`config.mk`:
```
export PLATFORM = sky130hd
export DESIGN_NAME = hilo_muldiv
export DESIGN_NICKNAME = d
export VERILOG_FILES = /design/src/rtl/hilo_pkg.sv /design/src/rtl/hilo_divider.sv /design/src/rtl/hilo_muldiv.sv
export SDC_FILE = /design/constraint.sdc
export NUM_CORES = 2
export LEC_CHECK = 0
export BUFFER_PORTS_ARGS = -buffer_cell sky130_fd_sc_hd__buf_2
export CAP_MARGIN = 20
export CELL_PAD_IN_SITES_DETAIL_PLACEMENT = 0
export CELL_PAD_IN_SITES_GLOBAL_PLACEMENT = 1
export CORE_MARGIN = 5
export CORE_UTILIZATION = 40
export CTS_CLUSTER_DIAMETER = 40
export DETAILED_ROUTE_END_ITERATION = 7
export GPL_TIMING_DRIVEN = 0
export PLACE_DENSITY = 0.71
export SYNTH_ARGS = -nofsm -noshare
export SYNTH_HDL_FRONTEND = slang
export SYNTH_HIERARCHICAL = 1
export SYNTH_SLANG_ARGS = --single-unit
export TNS_END_PERCENT = 50
```
`constraint.sdc`:
```
create_clock -name clk -period 22 [get_ports clk]
set_input_delay 3.3 -clock clk [delete_from_list [all_inputs] [get_ports clk]]
set_output_delay 3.3 -clock clk [all_outputs]
set_load 0.1 [all_outputs]
```
`src/rtl/hilo_pkg.sv`:
```
// hilo_pkg: shared op, state and LOHI direct-write encodings for the HI/LO multiply/divide unit
package hilo_pkg;
  typedef enum logic [1:0] {OP_MULT = 2'd0, OP_MULTU = 2'd1, OP_DIV = 2'd2, OP_DIVU = 2'd3} op_e;
  typedef enum logic [1:0] {ST_IDLE = 2'd0, ST_MUL = 2'd1, ST_DIV = 2'd2} state_e;
  localparam int LOHI_WRITE_OPT_WIDTH = 2;
  localparam logic [LOHI_WRITE_OPT_WIDTH-1:0] LOHI_WRITE_NONE = 2'd0;
  localparam logic [LOHI_WRITE_OPT_WIDTH-1:0] LOHI_WRITE_LO = 2'd1;
  localparam logic [LOHI_WRITE_OPT_WIDTH-1:0] LOHI_WRITE_HI = 2'd2;
  function automatic logic is_div(op_e o);
    return o == OP_DIV || o == OP_DIVU;
  endfunction
endpackage

```
`src/rtl/hilo_divider.sv`:
```
// hilo_divider: sequential restoring divider, one quotient bit per cycle, signed/unsigned
module hilo_divider #(
  parameter int W = 32
) (
  input  logic         clk,
  input  logic         rst,
  input  logic         start,
  input  logic         cancel,
  input  logic         sgn,
  input  logic [W-1:0] a,
  input  logic [W-1:0] b,
  output logic         done,
  output logic [W-1:0] q,
  output logic [W-1:0] r
);
  localparam int SW = $clog2(W + 2);
  logic run, sgn_r, ge, neg_q, neg_r;
  logic [SW-1:0] step;
  logic [W-1:0] a_r, b_r, quo, rem, bm, diff;
  logic [W:0] sh;
  always_comb begin
    sh = {rem, quo[W-1]};
    ge = sh >= {1'b0, bm};
    diff = sh[W-1:0] - bm;
    neg_q = sgn_r && (a_r[W-1] ^ b_r[W-1]);
    neg_r = sgn_r && a_r[W-1];
    done = run && step == SW'(W + 1);
    // a zero divisor bypasses the sign fix: all-ones quotient, dividend as remainder
    q = b_r == '0 ? '1 : neg_q ? -quo : quo;
    r = b_r == '0 ? a_r : neg_r ? -rem : rem;
  end
  // step 0 conditions operands, steps 1..W iterate, step W+1 presents the sign-fixed result
  always_ff @(posedge clk) begin
    if (rst || cancel) begin
      run <= 1'b0;
      step <= '0;
      sgn_r <= 1'b0;
      a_r <= '0;
      b_r <= '0;
      quo <= '0;
      rem <= '0;
      bm <= '0;
    end else if (start && !run) begin
      run <= 1'b1;
      step <= '0;
      sgn_r <= sgn;
      a_r <= a;
      b_r <= b;
    end else if (run) begin
      step <= step + 1'b1;
      if (step == '0) begin
        quo <= sgn_r && a_r[W-1] ? -a_r : a_r;
        bm <= sgn_r && b_r[W-1] ? -b_r : b_r;
        rem <= '0;
      end else if (step <= SW'(W)) begin
        quo <= {quo[W-2:0], ge};
        rem <= ge ? diff : sh[W-1:0];
      end else begin
        run <= 1'b0;
      end
    end
  end
endmodule

```
`src/rtl/hilo_muldiv.sv`:
```
// hilo_muldiv: HI/LO multiply/divide unit with direct register writes; divider built only when HILO_MULDIV_DIV_EN is defined
module hilo_muldiv import hilo_pkg::*; #(
  parameter int WIDTH = 32,
  parameter int MUL_LATENCY = 8
) (
  input  logic                            clk,
  input  logic                            rst,
  input  logic                            start,
  input  op_e                             op,
  input  logic [WIDTH-1:0]                opr1,
  input  logic [WIDTH-1:0]                opr2,
  input  logic [LOHI_WRITE_OPT_WIDTH-1:0] write_opt,
  input  logic [WIDTH-1:0]                write_data,
  output logic [2*WIDTH-1:0]              result,
  output logic                            busy,
  output logic                            done
);
  state_e state, nxt;
  logic [3:0] cnt;
  logic [WIDTH-1:0] a_r, b_r, div_q, div_r;
  logic [2*WIDTH-1:0] prod;
  logic mul_sgn, nd_pend, wr, accept, mul_fin, div_fin, div_done;
`ifdef HILO_MULDIV_DIV_EN
  localparam bit DIV_EN = 1'b1;
  hilo_divider #(.W(WIDTH)) u_div (
    .clk(clk),
    .rst(rst),
    .start(accept && is_div(op)),
    .cancel(wr),
    .sgn(op == OP_DIV),
    .a(opr1),
    .b(opr2),
    .done(div_done),
    .q(div_q),
    .r(div_r)
  );
`else
  localparam bit DIV_EN = 1'b0;
  assign div_done = 1'b0;
  assign div_q = '0;
  assign div_r = '0;
`endif
  // sign-extending both operands to 2*WIDTH lets one multiplier serve MULT and MULTU
  assign prod = {{WIDTH{mul_sgn & a_r[WIDTH-1]}}, a_r} * {{WIDTH{mul_sgn & b_r[WIDTH-1]}}, b_r};
  always_ff @(posedge clk) state <= rst ? ST_IDLE : nxt;
  always_comb nxt = wr || mul_fin || div_fin ? ST_IDLE :
                    state == ST_IDLE && accept ? (is_div(op) ? (DIV_EN ? ST_DIV : ST_IDLE) : ST_MUL) : state;
  always_comb begin
    busy = state != ST_IDLE;
    wr = write_opt != LOHI_WRITE_NONE;
    accept = start && !busy && !wr;
    mul_fin = state == ST_MUL && cnt == '0;
    div_fin = state == ST_DIV && div_done;
  end
  always_ff @(posedge clk) begin
    if (rst) begin
      cnt <= '0;
      a_r <= '0;
      b_r <= '0;
      mul_sgn <= 1'b0;
      nd_pend <= 1'b0;
      done <= 1'b0;
      result <= '0;
    end else begin
      nd_pend <= accept && is_div(op) && !DIV_EN;
      done <= nd_pend || (!wr && (mul_fin || div_fin));
      if (accept) begin
        a_r <= opr1;
        b_r <= opr2;
        mul_sgn <= op == OP_MULT;
        cnt <= 4'(MUL_LATENCY - 1);
      end else if (state == ST_MUL && cnt != '0) begin
        cnt <= cnt - 1'b1;
      end
      if (write_opt == LOHI_WRITE_LO) result[WIDTH-1:0] <= write_data;
      else if (write_opt == LOHI_WRITE_HI) result[2*WIDTH-1:WIDTH] <= write_data;
      else if (mul_fin) result <= prod;
      else if (div_fin) result <= {div_r, div_q};
    end
  end
endmodule

```
==> impl_metrics.py <==
metrics = {
    "place": {
        "gp_congestion": 0.974,
        "placedCellCount": 6354,
        "portBuffers": 168,
        "dp_hpwl_mm": 146,
    },
    "sta": {
        "slew_headroom_pct": 20.4,
        "setup_violations": 0,
        "rsz0062_at_grt": "false",
        "max_freq_mhz": 97.0,
        "slew_violations": 0,
        "final.period_utilization_pct": 46.9,
        "finalHoldViolations": 0,
        "period_minus_slack_ns": 10.31,
        "tightest_slew_ns": 1.19,
        "setup_tns_ns": 0,
        "fin_skew_ns": 0.0383,
    },
    "global_route": {
        "use_met2_pct": 49.5,
        "grt_usage_pct": 30.6,
        "grt_pass1_wl_mm": 249,
        "gr-usage-met1_pct": 40.6,
        "grt_overflow_total": 0,
        "grt_max_degree": 19,
        "grt_most_used_layer": "met2",
        "grt.met3_usage_pct": 5.28,
        "grt_pass1_vias": 36000,
        "antenna_found_initial": 15,
    },
    "power_and_ir_drop": {
        "total_power_uw": 889,
        "peakVddDrop_uv": 45.7,
        "p_leak_uw": 0.0225,
        "powerDensity_nw_per_um2": 19.1,
    },
    "cts": {
        "insertion_delay_ns": 0.54,
        "clockBufferDepth": 2,
        "cts.clk_slew.worst_paths_ns": 0.08,
        "root_buffer": "clkbuf_16",
        "cts_made_buffers": 17,
        "clkSinkCount": 136,
        "post_cts_buffers": 0,
        "ctsResizeCount": 0,
        "htree_levels": 4,
        "cts_tree": "built",
        "hold_buffers": 0,
    },
    "setup_path": {
        "critPathKind": "reg -> reg",
        "path_max_fanout": 10,
        "rr_worst_depth": 25,
        "required_ns": 22.39,
        "startpoint_type": "register",
        "end_kind": "register",
        "arrival_ns": 10.70,
    },
    "logic_synthesis": {
        "yosys_warnings": 6,
        "synthFlopType": "dfxtp_1",
        "syn-mean-instance-area_um2": 9.01,
        "yosysTopAreaCell": "fa_1",
        "yosysSeqAreaShare_pct": 6.33,
        "synthDistinctLibCells": 80,
        "synthTopCellsByArea": "fa_1, inv_1, nand2_1, dfxtp_1, ha_1",
        "netlist_area_um2": 43000,
        "yosysTopAreaCellShare_pct": 52.4,
        "synth_nets": 6214,
        "async_reset_ff_share_pct": 0,
        "ys_ff_latch": 136,
        "synth_edf_count": 0,
        "syn_inst": 4772,
    },
    "drt": {
        "dr.first_iter.drc_count": 2858,
        "vias": 34200,
        "routed_wl_mm": 170,
        "drt-vias-per-instance": 5.34,
        "drc_errors": 0,
        "routedWlPerCell_um": 26.5,
        "drtPass1Iterations": 6,
        "drtAntennaViolNets": 0,
    },
    "die": {
        "initial_core_util_pct": 40.2,
        "die_h_um": 338,
        "chipWidth_um": 338,
        "ios": 169,
        "dieArea_um2": 114000,
        "row_count": 120,
        "core-area_um2": 107000,
    },
    "final_layout": {
        "syn_to_final_growth_pct": 7.96,
        "drive_gt1_share_pct": 5.04,
        "fin_util_pct": 43.4,
        "instances_no_fill": 6394,
        "nNetsFinal": 6414,
    },
    "flow_run": {
        "timing.max_cap.violations": 0,
    },
    "worst_hold_path": {
        "hold_depth": 2,
        "hp-class": "reg -> reg",
    },
    "status": {
        "status": "completed",
    },
}
[synthesized netlist by cell type, types with 3 or more instances]
| cell | count |
|---|---|
| a211oi_1 | 9 |
| a21boi_0 | 4 |
| a21o_1 | 26 |
| a21oi_1 | 146 |
| a221oi_1 | 3 |
| a222oi_1 | 39 |
| a22oi_1 | 21 |
| a31oi_1 | 8 |
| a41oi_1 | 3 |
| and2_1 | 362 |
| and3_1 | 28 |
| and4_1 | 3 |
| clkbuf_1 | 278 |
| dfxtp_1 | 136 |
| fa_1 | 1125 |
| ha_1 | 214 |
| inv_1 | 1111 |
| nand2_1 | 860 |
| nand2b_1 | 4 |
| nand3_1 | 20 |
| nand3b_1 | 8 |
| nand4_1 | 10 |
| nor2_1 | 107 |
| nor2b_1 | 5 |
| nor3_1 | 24 |
| nor3b_1 | 3 |
| nor4b_1 | 3 |
| o211ai_1 | 7 |
| o21a_1 | 6 |
| o21ai_0 | 37 |
| o21bai_1 | 9 |
| o22ai_1 | 8 |
| or2_2 | 14 |
| or3_1 | 11 |
| xnor2_1 | 44 |
| xor2_1 | 19 |
[report_power, final]
part / switching, uW / internal [uW] / total, uW / leakage (uW)
sequential: 16.3 / 256 / 272 / 0.00111
clock: 172 / 164 / 336 / 0.000297
combinational: 210 / 69.9 / 280 / 0.0211
[worst max-delay path: stages, from the launching register on]
cell	delay [ns]
dfxtp_1	0.64
clkbuf_1	0.77
clkbuf_1	0.71
and3_1	0.29
fa_1	0.50
fa_1	0.56
fa_1	0.71
inv_1	0.37
fa_1	0.60
inv_1	0.06
fa_1	0.48
fa_1	0.57
fa_1	0.51
inv_1	0.05
fa_1	0.47
inv_1	0.04
ha_1	0.25
clkbuf_1	0.30
nand4_1	0.19
nor3_1	0.56
o2111a_1	0.38
a211oi_2	0.10
a21oi_1	0.46
xor2_1	0.20
a222oi_1	0.34
nor2_1	0.06
[per-layer routing]
metal,part of all wire [%],vias to the layer above
met5,0.024,-
met3,8.2,317
met4,5.6,6
met2,47,1430
li1,-,14400
met1,39,18100
[cells by family (layout without fill, tap and decap cells)]
kind of cell | after synthesis | after routing | share of synthesized area [%]
flip-flops | 136 | 136 | 6.33
AO/OA/AOI/OAI | 364 | 364 | 5.68
other | 0 | 6 | 0
multiplexers | 4 | 4 | 0.0990
adder cells (fa/ha/maj) | 1339 | 1339 | 58.6
XOR/XNOR | 63 | 63 | 1.28
buffers and inverters | 1395 | 1608 | 12.2
AND/OR/NAND/NOR | 1471 | 1471 | 15.8
[through the flow]
stage | instance area (um^2) | setup WS (ns) | hold WS, ns
floorplan | 43000 | 14.00 | 0.413
global placement | 45600 | 11.73 | 0.447
detailed placement | 45800 | 11.74 | 0.452
CTS | 46400 | 11.66 | 0.466
global route | 46400 | 11.42 | 0.510
finish | 46400 | 11.69 | 0.469
[layout make-up]
class	count	area (um^2)
repair buffers	181	1050
well taps	1403	1760
inverters	1111	4170
flip-flops and latches	136	2720
multi-input cells	3241	35000
clock buffers	18	439
fillers	11100	60500
diodes	6	15.0
clock inverters	14	154
plain buffers	284	1080
[sequential cells by signal, summed over array words and instances, names as in the netlist]
name	count
result	64
a_r	32
b_r	32
cnt	4
done	1
mul_sgn	1
nd_pend	1
state	1
[cells in the final DEF (no fill, tap or decap), types with 28 or more instances in the layout]
master,instances
fa_1,1125
inv_1,1111
nand2_1,860
and2_1,362
clkbuf_1,275
ha_1,214
buf_2,170
a21oi_1,146
dfxtp_1,136
nor2_1,107
xnor2_1,44
a222oi_1,39
o21ai_0,37
and3_1,28
[worst paths after layout]
path | startpoint | to | slack, ns
setup / recovery | mul_sgn | result[47] | 11.69
hold / removal | result[0] | result[0] | 0.47
setup reg to reg | mul_sgn | result[47] | 11.69
hold reg to reg | result[0] | result[0] | 0.47
Power figures use the tool's default switching activity.
